`src/rtl/k007452_divider.sv`:
```
// Unsigned 16/16 restoring divider: one quotient bit per clock, MSB first,
// with a fixed start-to-DONE latency and a saturated result for divide-by-zero.
module k007452_divider (
  input  logic        CLK,
  input  logic        RES,
  input  logic        START,
  input  logic [15:0] DIVIDEND,
  input  logic [15:0] DIVISOR,
  output logic [15:0] QUOT,
  output logic [15:0] REM,
  output logic        BUSY,
  output logic        DONE
);

  typedef enum logic [1:0] {
    IDLE,
    RUN,
    FIN
  } state_t;

  state_t      state;
  state_t      state_nxt;
  logic [15:0] part_rem;
  logic [15:0] shift_q;
  logic [15:0] dvsr;
  logic [3:0]  count;
  logic        load;
  logic        step;
  logic        finish;
  logic [16:0] shifted;
  logic [16:0] trial;
  logic        trial_ok;

  // Because the partial remainder is always below the divisor, the shifted value
  // is under 2*divisor, so bit 16 of the 17-bit difference is its sign.
  always_comb begin
    shifted  = {part_rem, shift_q[15]};
    trial    = shifted - {1'b0, dvsr};
    trial_ok = ~trial[16];
  end

  always_comb begin
    state_nxt = state;
    load      = 1'b0;
    step      = 1'b0;
    finish    = 1'b0;
    case (state)
      IDLE: begin
        if (START) begin
          load      = 1'b1;
          state_nxt = RUN;
        end
      end
      RUN: begin
        if (START) begin
          load = 1'b1;
        end else begin
          step = 1'b1;
          if (count == 4'd0) state_nxt = FIN;
        end
      end
      FIN: begin
        finish = 1'b1;
        if (START) begin
          load      = 1'b1;
          state_nxt = RUN;
        end else begin
          state_nxt = IDLE;
        end
      end
      default: state_nxt = IDLE;
    endcase
  end

  // A restart in FIN publishes the finishing result from the old operands
  // while the same edge latches the new ones.
  always_ff @(posedge CLK) begin
    if (RES) begin
      state    <= IDLE;
      part_rem <= 16'h0000;
      shift_q  <= 16'h0000;
      dvsr     <= 16'h0000;
      count    <= 4'd0;
      QUOT     <= 16'h0000;
      REM      <= 16'h0000;
      BUSY     <= 1'b0;
      DONE     <= 1'b0;
    end else begin
      state <= state_nxt;
      BUSY  <= (state_nxt != IDLE);
      DONE  <= finish;
      if (load) begin
        dvsr     <= DIVISOR;
        shift_q  <= DIVIDEND;
        part_rem <= 16'h0000;
        count    <= 4'd15;
      end else if (step) begin
        part_rem <= trial_ok ? trial[15:0] : shifted[15:0];
        shift_q  <= {shift_q[14:0], trial_ok};
        count    <= count - 4'd1;
      end
      if (finish) begin
        QUOT <= (dvsr == 16'h0000) ? 16'hFFFF : shift_q;
        REM  <= (dvsr == 16'h0000) ? 16'h0000 : part_rem;
      end
    end
  end

endmodule
```
`config.mk`:
```
export PLATFORM = sky130hd
export DESIGN_NAME = k007452_divider
export DESIGN_NICKNAME = d
export VERILOG_FILES = /design/src/rtl/k007452_divider.sv
export SDC_FILE = /design/constraint.sdc
export NUM_CORES = 1
export LEC_CHECK = 0
export ABC_AREA = 1
export BUFFER_PORTS_ARGS = -buffer_cell sky130_fd_sc_hd__clkbuf_2
export CORE_AREA = 2 2 91 93
export CTS_BUF_LIST = sky130_fd_sc_hd__clkbuf_8
export DETAILED_ROUTE_END_ITERATION = 10
export DIE_AREA = 0 0 93 95
export GPL_ROUTABILITY_DRIVEN = 1
export GPL_TIMING_DRIVEN = 0
export PLACE_DENSITY = 0.82
export SLEW_MARGIN = 20
export SYNTH_ARGS = -nofsm -noshare
export SYNTH_HDL_FRONTEND = slang
export SYNTH_SLANG_ARGS = --single-unit
```
`constraint.sdc`:
```
create_clock -name CLK -period 6.51 [get_ports CLK]
set_input_delay 0.3255 -clock CLK [delete_from_list [all_inputs] [get_ports CLK]]
set_output_delay 0.3255 -clock CLK [all_outputs]
set_load 0.02 [all_outputs]
```
==> results.txt <==
* Outcome: finished clean
* Sort of element at the start of the critical path: flop
- After routing the design area is 5250 um2.
- Count of port buffers added during placement: 68
- The Yosys step of the flow raised 0 warnings.
- Tightest slew margin relative to the limit: 60.6%
- First-pass GRT wire length: 19.9 mm
* Fraction of registers with async set/reset: 0%
* Largest family of logic cells by synthesized area: simple AND/OR/NAND/NOR gates
* Sw frac: 31.8%
- Switching power summed over all nets: 0.000362 W
- Clock network latency to the later pin of the worst-skew pair: 380 ps
- Of the cells placed in the final design, the portion with a size suffix greater than 1 is 15.6%.
- Sinks on the clock net: 88
- The number of antenna diodes in the final layout is 0.
- Post-CTS timing repair inserted 0 buffers for setup.
- Critical setup path kind: flop to flop
* Worst path arrival time: 2620 ps
- The tool flagged a number of max-cap violations equal to 0.
- TritonCTS created 9 clock buffers.
* Startpoint of the worst setup timing path: shift_q[15]$_SDFFE_PP0P_
- Antenna violation net count after detailed routing: 0
- The die covers 8840 um2.
* Drt first-iter violations: 277
- Multiplexer cells account for 0% of the synthesized area.
- Category of the worst setup path capture point: flop
- Global routing finished with a remaining overflow of 0.
- The synthesized netlist devotes 1.34% of its cell area to XOR and XNOR gates.
* Share of total power in sequential cells: 50.7%
- Count of cells resized by post-cts repair: 0
- TritonCTS built the clock tree.
- The hold violation count in the final report is 0.
* Final-layout setup total negative slack: 0 ps
* Number of instances in the synthesized netlist: 649
- The number of slew-limit violations in the final report was 0.
* Final core utilization: 66.2%
- Count of distinct cell types in the synthesized netlist: 37
- Across the VDD grid, the largest voltage drop is 0.265 mV.
- In the synthesized netlist, the cells that appear most often are 148 x nand2_1, 89 x inv_1, 88 x dfxtp_1, 64 x o21ai_0, 58 x a21oi_1.
- The synthesized netlist devotes 5.08% of its cell area to adder and majority cells.
* Count of flip-flops with a built-in enable after synthesis: 0
- Sequential cells were found to cover 38.5% of the synthesized design area.
* Die height: 95 um
- Setup repair after global routing left no endpoint under its margin.
* Area post-placement: 5050 um2
* Top fanout value on the critical path: 10
- Type of the worst min-delay path: input pin to flop
- After layout, the design draws a total of 0.00114 W.
- H-tree levels: 3
- The final route contains 4623 vias.
* I/O pin cnt: 69
* Area of the core: 7930 um2
- By instance count, the leading cell after synthesis is nand2_1.
- The mapped netlist covers 4580 um2.
* Width of the chip: 93 um
- In this run the power density over the cells is 217 nW/um2.
- Growth of design area from synthesis to finish: 14.6%
- Library cell occupying the most area in the post-synthesis netlist: dfxtp_1
- Critical Path RT: 6750 ps
* Via density per instance: 5.52
- The top cell type by area accounts for 38.5% of the synthesized area.
- Half-perimeter wire length after detailed placement: 9.44 mm
- A synthesized cell averages 7.06 um2.
* Most used flip-flop cell after synthesis: dfxtp_1
* Internal Power: 0.000776 W
* Synth area leaders: dfxtp_1 38%, nand2_1 12%, inv_1 7.3%
* Hold Startpoint: DIVIDEND[8]
* Skew final: 12.2 ps
- Standard-cell rows: 33
- In this run the critical register-to-register path is launched from shift_q[15]$_SDFFE_PP0P_.
- Post-route clock period utilization: 36.6%
* Leak pwr: 2.45 nW
- In this run, synthesis produced a sequential element count of 88.
* Pin slew with the least headroom to its limit: 591 ps
- Dividing the detail-routed wire length by the instance count gives 14.7 um.
* Final Setup Violations: 0
* Number of global-route vias before repair: 4348
- Post-CTS Hold Buffers: 0
- Hold is met by 199 ps.
- Clock root buffer: clkbuf_8
- Share of the synthesized area in compound gates (AO/OA/AOI/OAI): 20.0%
- Static timing analysis puts the maximum clock frequency at 420 MHz.
* Clock Pin Slew Worst Setup and Hold Paths: 100 ps
* Net count, final: 781
- Pin count of the biggest net entering global routing: 19
* Simple-gate share of the synthesized area: 24.5%
- For this configuration, the core starts out at a cell density of 57.8%.
- Total wire length: 12.4 mm
- The first detailed-routing pass took 6 iterations.
- Combinational share of power: 16.4%
* Proportion of power drawn by the clock network: 32.9%
- The initial antenna violation count was 0.
* Routability-driven placement congestion ratio: 0.942
- DRC Markers: 0
* Tot GR Track Use: 28.8%
- For the worst flop-to-flop path, the logic depth is 16.
- The worst hold path was traced through 3 stages.
* Post-Syn Nets: 702
* Tmin final: 2380 ps
* Maximum count of clock buffers along a single path: 2
[logic make-up after synthesis]
group / Yosys count
and+or+nand+nor: 249
AOI/OAI and AO/OA: 162
buffers and inverters: 125
DFF: 88
adders and majority gates: 18
xor gates and xnor gates: 7
[metal layers]
layer / wire [um] / global-route usage, % / part of all wire [%]
met2: 5860 / 48.5 / 47
met5: 0 / 0 / 0
met3: 926 / 5.51 / 7.5
met1: 5210 / 36.2 / 42
met4: 366 / 12.3 / 3.0
[through the flow]
step / instances / worst slack (ps)
global placement: 822 / 4170
CTS: 838 / 4110
global route: 838 / 3920
floorplan: 649 / 4460
finish: 838 / 4130
detailed placement: 822 / 4150
[power groups by stage]
stage	Sequential (W)	Clock [W]	Combinational, W
after global placement	0.000588	0	0.000176
after floorplan	0.000590	0	0.000125
final	0.000577	0.000375	0.000186
after global routing	0.000580	0.000400	0.000207
after CTS	0.000577	0.000378	0.000184
after detailed placement	0.000589	0	0.000183
[critical path: stages (launching register included)]
cell	delay, ps
dfxtp_1	320
inv_1	80
ha_1	240
fa_1	400
inv_1	80
nand2_1	50
nand2_1	90
nand3_1	100
nand2_2	120
nand2_2	100
nand2_2	90
nand2_4	90
nand2_4	120
buf_6	170
nand2_2	50
nand3_1	70
a21oi_1	80
[final timing paths]
path | to | slack (ps)
worst min register to register | QUOT[9]$_SDFFE_PP0P_ | 480
worst max-delay path | part_rem[4]$_SDFFE_PP0P_ | 4130
worst max register to register | part_rem[4]$_SDFFE_PP0P_ | 4130
worst min-delay path | shift_q[8]$_SDFFE_PP0P_ | 200
[layout make-up]
class,count,area (um2)
repair buffers,68,340
flip-flops and latches,88,1760
clock buffers,9,124
plain buffers,30,131
multi-input cells,436,2330
clock inverters,7,73.8
well taps,105,131
fillers,714,2680
inverters,95,357
[cells in the final DEF, fill, tap and decap left out, drive strengths merged]
cell type	Yosys	routed
o31ai	1	1
nand3	28	28
clkinv	1	5
and3	2	2
nor3	3	3
or2	2	2
nand4	3	3
a221oi	1	1
buf	5	5
a31oi	16	16
fa	1	1
o21ai	68	68
nand3b	14	14
dfxtp	88	88
a21oi	61	61
nand2	158	158
ha	17	17
o32ai	14	14
nor2	33	33
clkbuf	25	102
inv	94	97
o21bai	1	1
nor4	4	4
and2	2	2
xor2	7	7
[flip-flops by register name (all words and copies together) (netlist names)]
name,flops
BUSY,1
DONE,1
QUOT,16
REM,16
count,4
dvsr,16
part_rem,16
shift_q,16
state,2
(Power assumes the default switching activity.)
